[src/rtl/mem_port_arbiter_pkg.sv]
// Shared definitions for the memory port arbiter: FSM states, grant
// identifiers, transfer size codes and the address remap constants.
package mem_port_arbiter_pkg;

    typedef enum logic [1:0] {
        ST_IDLE  = 2'd0,
        ST_INST  = 2'd1,
        ST_DATA  = 2'd2,
        ST_DRAIN = 2'd3
    } state_t;

    typedef enum logic {
        GNT_INST = 1'b0,
        GNT_DATA = 1'b1
    } grant_t;

    localparam logic [1:0] SIZE_BYTE = 2'b00;
    localparam logic [1:0] SIZE_HALF = 2'b01;
    localparam logic [1:0] SIZE_WORD = 2'b10;

    // Upper halfword of the uncached alias and the physical window it maps to.
    localparam logic [15:0] BFAF_HI  = 16'hbfaf;
    localparam logic [15:0] REMAP_HI = 16'h1faf;

endpackage

[src/rtl/mem_port_arbiter_if.sv]
// Shared memory port bus. The arbiter drives requests through the master
// modport; the memory returns completion and read data on the slave side.
interface mem_port_arbiter_if #(
    parameter int ADDR_W = 32
);
    logic              mem_access;
    logic              mem_write;
    logic [1:0]        mem_size;
    logic [3:0]        mem_sel;
    logic [ADDR_W-1:0] mem_a;
    logic [ADDR_W-1:0] mem_st_data;
    logic              mem_ready;
    logic [ADDR_W-1:0] mem_data;

    modport master (
        output mem_access, mem_write, mem_size, mem_sel, mem_a, mem_st_data,
        input  mem_ready, mem_data
    );

    modport slave (
        input  mem_access, mem_write, mem_size, mem_sel, mem_a, mem_st_data,
        output mem_ready, mem_data
    );
endinterface

[src/rtl/mem_port_arbiter_size_dec.sv]
// Byte-enable to transfer size decode for data requests. Full or empty masks
// mean a word, aligned halfword masks mean a halfword, anything else is
// treated as a byte access.
module mem_size_dec
    import mem_port_arbiter_pkg::*;
(
    input  logic [3:0] d_sel,
    output logic [1:0] mem_size
);

    // Pure lookup on the byte-enable pattern.
    always_comb begin
        mem_size = SIZE_BYTE;
        case (d_sel)
            4'b0000, 4'b1111: mem_size = SIZE_WORD;
            4'b0011, 4'b1100: mem_size = SIZE_HALF;
            default:          mem_size = SIZE_BYTE;
        endcase
    end

endmodule

[src/rtl/mem_port_arbiter.sv]
// Arbitrates instruction fetches and load/stores onto one shared memory port.
// One transaction is outstanding at a time; ties alternate between the two
// requesters. A flushed data access is drained so its late completion is
// swallowed rather than reported to the pipeline.
module mem_port_arbiter
    import mem_port_arbiter_pkg::*;
#(
    parameter int ADDR_W     = 32,
    parameter int BFAF_REMAP = 1
) (
    input  logic              clk,
    input  logic              resetn,
    input  logic              i_req,
    input  logic [ADDR_W-1:0] i_addr,
    output logic              i_ready,
    output logic [ADDR_W-1:0] i_rdata,
    input  logic              d_req,
    input  logic              d_wr,
    input  logic [3:0]        d_sel,
    input  logic [ADDR_W-1:0] d_addr,
    input  logic [ADDR_W-1:0] d_wdata,
    output logic              d_ready,
    output logic [ADDR_W-1:0] d_rdata,
    input  logic              flush,
    output logic              stall_if,
    output logic              stall_mem,
    mem_port_arbiter_if.master mem
);

    state_t     state;
    grant_t     last_grant;
    logic       d_live;
    logic       pick_inst;
    logic [1:0] d_size;

    // Alias window remap applied to data addresses only.
    function automatic logic [ADDR_W-1:0] remap_addr(input logic [ADDR_W-1:0] a);
        logic [ADDR_W-1:0] r;
        r = a;
        if ((BFAF_REMAP != 0) && (a[ADDR_W-1 -: 16] == BFAF_HI))
            r[ADDR_W-1 -: 16] = REMAP_HI;
        return r;
    endfunction

    mem_size_dec u_size_dec (
        .d_sel    (d_sel),
        .mem_size (d_size)
    );

    // A data request being flushed this cycle is not a candidate; on a tie the
    // fetch wins unless it was the last one served.
    always_comb begin
        d_live    = d_req & ~flush;
        pick_inst = i_req & (~d_live | (last_grant == GNT_DATA));
    end

    // Completion is reported in the same cycle the memory signals it.
    always_comb begin
        i_ready   = (state == ST_INST) & mem.mem_ready;
        d_ready   = (state == ST_DATA) & mem.mem_ready;
        i_rdata   = mem.mem_data;
        d_rdata   = mem.mem_data;
        stall_if  = i_req & ~i_ready;
        stall_mem = d_req & ~flush & ~d_ready;
    end

    // Arbitration FSM; the port request fields are latched at grant and held
    // until the transfer completes.
    always_ff @(posedge clk) begin
        if (!resetn) begin
            state           <= ST_IDLE;
            last_grant      <= GNT_DATA;
            mem.mem_access  <= 1'b0;
            mem.mem_write   <= 1'b0;
            mem.mem_size    <= 2'b00;
            mem.mem_sel     <= 4'b0000;
            mem.mem_a       <= '0;
            mem.mem_st_data <= '0;
        end else begin
            case (state)
                ST_IDLE: begin
                    if (pick_inst) begin
                        state           <= ST_INST;
                        mem.mem_access  <= 1'b1;
                        mem.mem_write   <= 1'b0;
                        mem.mem_size    <= SIZE_WORD;
                        mem.mem_sel     <= 4'b1111;
                        mem.mem_a       <= i_addr;
                        mem.mem_st_data <= '0;
                    end else if (d_live) begin
                        state           <= ST_DATA;
                        mem.mem_access  <= 1'b1;
                        mem.mem_write   <= d_wr;
                        mem.mem_size    <= d_size;
                        mem.mem_sel     <= d_sel;
                        mem.mem_a       <= remap_addr(d_addr);
                        mem.mem_st_data <= d_wdata;
                    end
                end
                ST_INST: begin
                    if (mem.mem_ready) begin
                        state          <= ST_IDLE;
                        mem.mem_access <= 1'b0;
                        last_grant     <= GNT_INST;
                    end
                end
                ST_DATA: begin
                    if (mem.mem_ready) begin
                        state          <= ST_IDLE;
                        mem.mem_access <= 1'b0;
                        last_grant     <= GNT_DATA;
                    end else if (flush) begin
                        // The memory still owes a completion; wait it out.
                        state          <= ST_DRAIN;
                        mem.mem_access <= 1'b0;
                    end
                end
                ST_DRAIN: begin
                    if (mem.mem_ready)
                        state <= ST_IDLE;
                end
                default: begin
                    state          <= ST_IDLE;
                    mem.mem_access <= 1'b0;
                end
            endcase
        end
    end

endmodule

[src/flat_wrapper.sv]
// flat-port wrapper written by rule: the top's interface ports become plain ports
module mem_port_arbiter_flat import mem_port_arbiter_pkg::*;
#(
    parameter int ADDR_W     = 32,
    parameter int BFAF_REMAP = 1
)
  (clk, resetn, i_req, i_addr, i_ready, i_rdata, d_req, d_wr, d_sel, d_addr, d_wdata, d_ready, d_rdata, flush, stall_if, stall_mem, mem_mem_access, mem_mem_write, mem_mem_size, mem_mem_sel, mem_mem_a, mem_mem_st_data, mem_mem_ready, mem_mem_data);
  mem_port_arbiter_if #(.ADDR_W(ADDR_W)) mem_i ();
  input  logic clk;
  input  logic resetn;
  input  logic i_req;
  input  logic [ADDR_W-1:0] i_addr;
  output logic i_ready;
  output logic [ADDR_W-1:0] i_rdata;
  input  logic d_req;
  input  logic d_wr;
  input  logic [3:0] d_sel;
  input  logic [ADDR_W-1:0] d_addr;
  input  logic [ADDR_W-1:0] d_wdata;
  output logic d_ready;
  output logic [ADDR_W-1:0] d_rdata;
  input  logic flush;
  output logic stall_if;
  output logic stall_mem;
  output wire logic [$bits(mem_i.mem_access)-1:0] mem_mem_access;
  output wire logic [$bits(mem_i.mem_write)-1:0] mem_mem_write;
  output wire logic [$bits(mem_i.mem_size)-1:0] mem_mem_size;
  output wire logic [$bits(mem_i.mem_sel)-1:0] mem_mem_sel;
  output wire logic [$bits(mem_i.mem_a)-1:0] mem_mem_a;
  output wire logic [$bits(mem_i.mem_st_data)-1:0] mem_mem_st_data;
  input wire logic [$bits(mem_i.mem_ready)-1:0] mem_mem_ready;
  input wire logic [$bits(mem_i.mem_data)-1:0] mem_mem_data;
  assign mem_mem_access = mem_i.mem_access;
  assign mem_mem_write = mem_i.mem_write;
  assign mem_mem_size = mem_i.mem_size;
  assign mem_mem_sel = mem_i.mem_sel;
  assign mem_mem_a = mem_i.mem_a;
  assign mem_mem_st_data = mem_i.mem_st_data;
  assign mem_i.mem_ready = mem_mem_ready;
  assign mem_i.mem_data = mem_mem_data;
  mem_port_arbiter #(.ADDR_W(ADDR_W), .BFAF_REMAP(BFAF_REMAP)) u_core (.clk(clk), .resetn(resetn), .i_req(i_req), .i_addr(i_addr), .i_ready(i_ready), .i_rdata(i_rdata), .d_req(d_req), .d_wr(d_wr), .d_sel(d_sel), .d_addr(d_addr), .d_wdata(d_wdata), .d_ready(d_ready), .d_rdata(d_rdata), .flush(flush), .stall_if(stall_if), .stall_mem(stall_mem), .mem(mem_i));
endmodule
[config.mk]
export PLATFORM = sky130hd
export DESIGN_NAME = mem_port_arbiter_flat
export DESIGN_NICKNAME = d
export VERILOG_FILES = /design/src/rtl/mem_port_arbiter_pkg.sv /design/src/rtl/mem_port_arbiter_if.sv /design/src/rtl/mem_port_arbiter_size_dec.sv /design/src/rtl/mem_port_arbiter.sv /design/src/flat_wrapper.sv
export SDC_FILE = /design/constraint.sdc
export NUM_CORES = 1
export LEC_CHECK = 0
export BUFFER_PORTS_ARGS = -buffer_cell sky130_fd_sc_hd__buf_2
export CAP_MARGIN = 15
export CORE_AREA = 2 2 108 110
export CTS_BUF_LIST = sky130_fd_sc_hd__clkbuf_8
export CTS_CLUSTER_SIZE = 12
export DETAILED_ROUTE_END_ITERATION = 16
export DIE_AREA = 0 0 110 112
export GPL_TIMING_DRIVEN = 0
export PLACE_DENSITY = 0.67
export SETUP_SLACK_MARGIN = 0.2
export SYNTH_ARGS = -nofsm -noshare
export SYNTH_HDL_FRONTEND = slang
export SYNTH_SLANG_ARGS = --single-unit
export TNS_END_PERCENT = 20
[constraint.sdc]
create_clock -name clk -period 2.5 [get_ports clk]
set_clock_uncertainty 0.15 [all_clocks]
set_input_delay 0.25 -clock clk [delete_from_list [all_inputs] [get_ports clk]]
set_output_delay 0.25 -clock clk [all_outputs]
set_load 0.05 [all_outputs]
==> summary.md <==
| Metric | Value |
|---|---|
| Vias | `a little over 4000` |
| Final period util | `0.820` |
| CP endpoint | `stall_if` |
| Final Hold Viols | `0` |
| Routed WL per cell | `14.3 um` |
| Total negative slack | `0 ps` |
| Setup-failing EPs final | `0` |
| Syn Std Cell Area | `roughly 3600 um2` |
| RSZ-0062 raised after global routing | `false` |
| Slowest cell on crit path | `dfxtp_1` |
| Worst EP required | `2100 ps` |
| Row cnt | `39` |
| Number of DRC violations after detailed routing | `0` |
| TritonRoute pass-1 iters | `5` |
| Min Clock Period, post-route | `approximately 2000 ps` |
| Fraction of layout cells with a size suffix above 1 | `0.485` |
| Worst Max-Slew Pin Slew | `518 ps` |
| Area Growth Syn to Fin | `58.9%` |
| CP bufs+invs | `2` |
| Syn_nets | `between 500 and 600` |
| P per Cell Area | `around 850 nW/um2` |
| Stages on worst setup path | `5` |
| Filler cells | `about 1100` |
| PortBufs | `~250` |
| Internal reg-to-reg setup slack | `approximately 580 ps` |
| Fin. max-slew vios | `0` |
| Total gr overflow | `0` |
| Post-synthesis mux area share | `0` |
| FF-to-FF Start | `u_core.state[0]` |
| Main combinational cell family by area after synthesis | `compound AO/OA/AOI/OAI gates` |
| Reg2reg path depth | `6` |
| Post-Syn Instances | `422` |
| Clk sinks | `75` |
| Clk buf depth | `2` |
| Clk slew on worst S/H paths | `~80 ps` |
| Top Ports | `~280` |
| CP startpoint kind | `flop` |
| Worst hold path class | `in2reg` |
| Static Leak | `2.90 nW` |
| Maxcap violations | `0` |
| Worst setup startpoint | `u_core.state[1]` |
| First-pass GRT wire length | `18500 um` |
| Status | `finished, final reports clean` |
| CTS resizes | `0` |
| Proportion of synthesized chip area in sequential cells | `0.421` |
| Core Region | `between 10000 and 15000 um2` |
| Total wire length | `between 10000 and 15000 um` |
| Die Y-Extent | `about 110 um` |
| CTS tree | `yes` |
| Nets | `873` |
| Crit path max fanout | `5` |
| Number of flops mapped to enable cells by yosys | `0` |
| Crit-path max cell delay | `roughly 410 ps` |
| Vias per cell | `roughly 4.7` |
| Num CTS Buffers | `9` |
| Antenna-violating nets left | `0` |
| Register area | `approximately 1500 um2` |
| Crit Path Category | `reg2out` |
| WP data arrival | `~1700 ps` |
| Largest net degree at the start of global routing | `13` |
| Vias in the first global route | `roughly 4000` |
| Detailed Route Iter0 Violations | `246` |
| DP HPWL | `~9000 um` |
| VDD IR-drop max | `0.408 mV` |
| Prevailing post-synth register cell | `dfxtp_1` |
| Post-synthesis adder-cell area fraction | `0.0211` |
| Synth Area in XOR/XNOR | `0` |
| Synth warnings | `0` |
| Clk root buf | `clkbuf_8` |
| Slew Limit Headroom | `0.655` |
| Max frequency | `just under 500 MHz` |
| Gr usage total | `0.191` |
| Die X | `110 um` |
| Post-synthesis sequential element count | `75` |
| H-tree Lvls | `3` |
| WHS | `roughly 10 ps` |
| Worst reg2reg endpoint | `u_core.mem.mem_a[3]` |
| Diode count | `0` |
| Effective utilization at floorplan | `0.319` |
| CP delay by family, top | `flip-flops` |
| CP cell instances | `inv_1 -> ha_1 -> and2_1 -> nor2_1 -> buf_2` |
| Multi-input gate area | `~1400 um2` |
| Avg Synthesized Cell Area | `between 8 and 9 um2` |
| Post-synthesis compound-gate area fraction | `0.228` |
| FFs w/ async S/R, synth | `0` |
| Worst-Skew Late Latency | `~350 ps` |
| Initial antenna violation count | `0` |
| Die Area | `12300 um2` |
| Post-synth cell types | `38` |
| Routability cong. | `0.839` |
| Synth Area in Simple Gates | `0.143` |
| CP Capture Type | `primary output` |
==> worst reg2reg max path: stages (launching register included) <==
cell	delay [ps]
dfxtp_1	360
inv_1	120
ha_1	260
a21boi_2	310
buf_4	230
buf_2	240
a31oi_1	110
==> layer usage <==
layer  vias up  track usage  wire length (um)
li1       2012            -                 -
met1      1911        0.210              4870
met2       195        0.348              6470
met3        36       0.0322               783
met4         0       0.0903               391
met5         -            0                 0
==> area by class of cell <==
type	instances	share of cell area
inverters	7	0.00464
plain buffers	91	0.113
clock inverters	5	0.00973
well taps	143	0.0316
flip-flops and latches	75	0.265
multi-input cells	249	0.247
repair buffers	295	0.305
clock buffers	10	0.0243
==> metrics by stage <==
stage,cell area [um2],setup WS (ps),total power [mW],cells,util
2_1_floorplan,3560,372,3.26,422,-
3_3_place_gp,4970,596,3.81,810,0.445
3_5_place_dp,4970,560,3.84,810,0.445
4_1_cts,5660,427,4.85,875,0.507
5_1_grt,5660,312,5.08,875,0.507
6_report,5660,450,4.83,875,0.507
==> what timing repair did <==
action                                  4_1_cts  5_1_grt
hold buffers                                 50        0
endpoints found under the setup margin        0        0
endpoints found under the hold margin        45        0
setup buffers                                 0        0
==> placed cells by master (no fill, tap or decap), types with 3 or more instances in the layout <==
master	n
o221a_2	4
nor2_1	40
o21ai_1	4
a31oi_1	30
nand2_1	64
dfxtp_1	75
a21oi_1	10
buf_4	69
inv_1	6
o21ai_0	30
a22oi_1	34
clkbuf_1	7
buf_2	257
dlygate4sd3_1	50
clkbuf_8	10
buf_6	3
ha_1	6
==> kinds of logic after synthesis <==
group | Yosys count
and+or+nand+nor | 119
buffers and inverters | 98
DFF | 75
adders and majority gates | 6
AOI/OAI and AO/OA | 124
==> synthesized netlist by cell type (3+ instances only) <==
library cell | instances | area share
a22oi_1 | 34 | 0.072
ha_1 | 6 | 0.021
nor2_1 | 40 | 0.042
buf_4 | 69 | 0.15
o221a_2 | 4 | 0.013
inv_1 | 5 | 0.0053
o21ai_0 | 30 | 0.042
buf_6 | 3 | 0.0095
nand2_1 | 64 | 0.067
clkbuf_1 | 7 | 0.0074
buf_2 | 12 | 0.017
o21ai_1 | 4 | 0.0056
a21oi_1 | 10 | 0.014
a31oi_1 | 30 | 0.053
dfxtp_1 | 75 | 0.42
==> report_power, final <==
group          total (mW)  switching [mW]  leakage [nW]  internal [mW]
sequential           1.55           0.127         0.615           1.43
combinational        2.33            1.67          2.18          0.660
clock               0.938           0.458        0.0995          0.480
==> worst min-delay path by stage <==
| stage | slack, ps | cells after the start | endpoint | start |
|---|---|---|---|---|
| detailed placement | 350 | 2 | u_core.mem.mem_st_data[5] | u_core.mem.mem_st_data[5] |
| global route | 2 | 3 | u_core.mem.mem_a[27] | i_addr[27] |
| finish | 10 | 3 | u_core.mem.mem_st_data[4] | d_wdata[4] |
| CTS | 0.4 | 3 | u_core.mem.mem_a[17] | i_addr[17] |
| floorplan | 250 | 2 | u_core.mem.mem_a[29] | d_addr[29] |
| global placement | 340 | 2 | u_core.mem.mem_st_data[3] | u_core.mem.mem_st_data[3] |
==> sequential cells by signal, indices dropped and copies added, names as in the netlist <==
signal	cells
u_core.mem.mem_a	32
u_core.mem.mem_st_data	32
u_core.mem.mem_access	1
u_core.mem.mem_sel	4
u_core.mem.mem_write	1
u_core.mem.mem_size	2
u_core.state	2
u_core.last_grant	1
No activity file was read; power rests on OpenSTA's default activity.
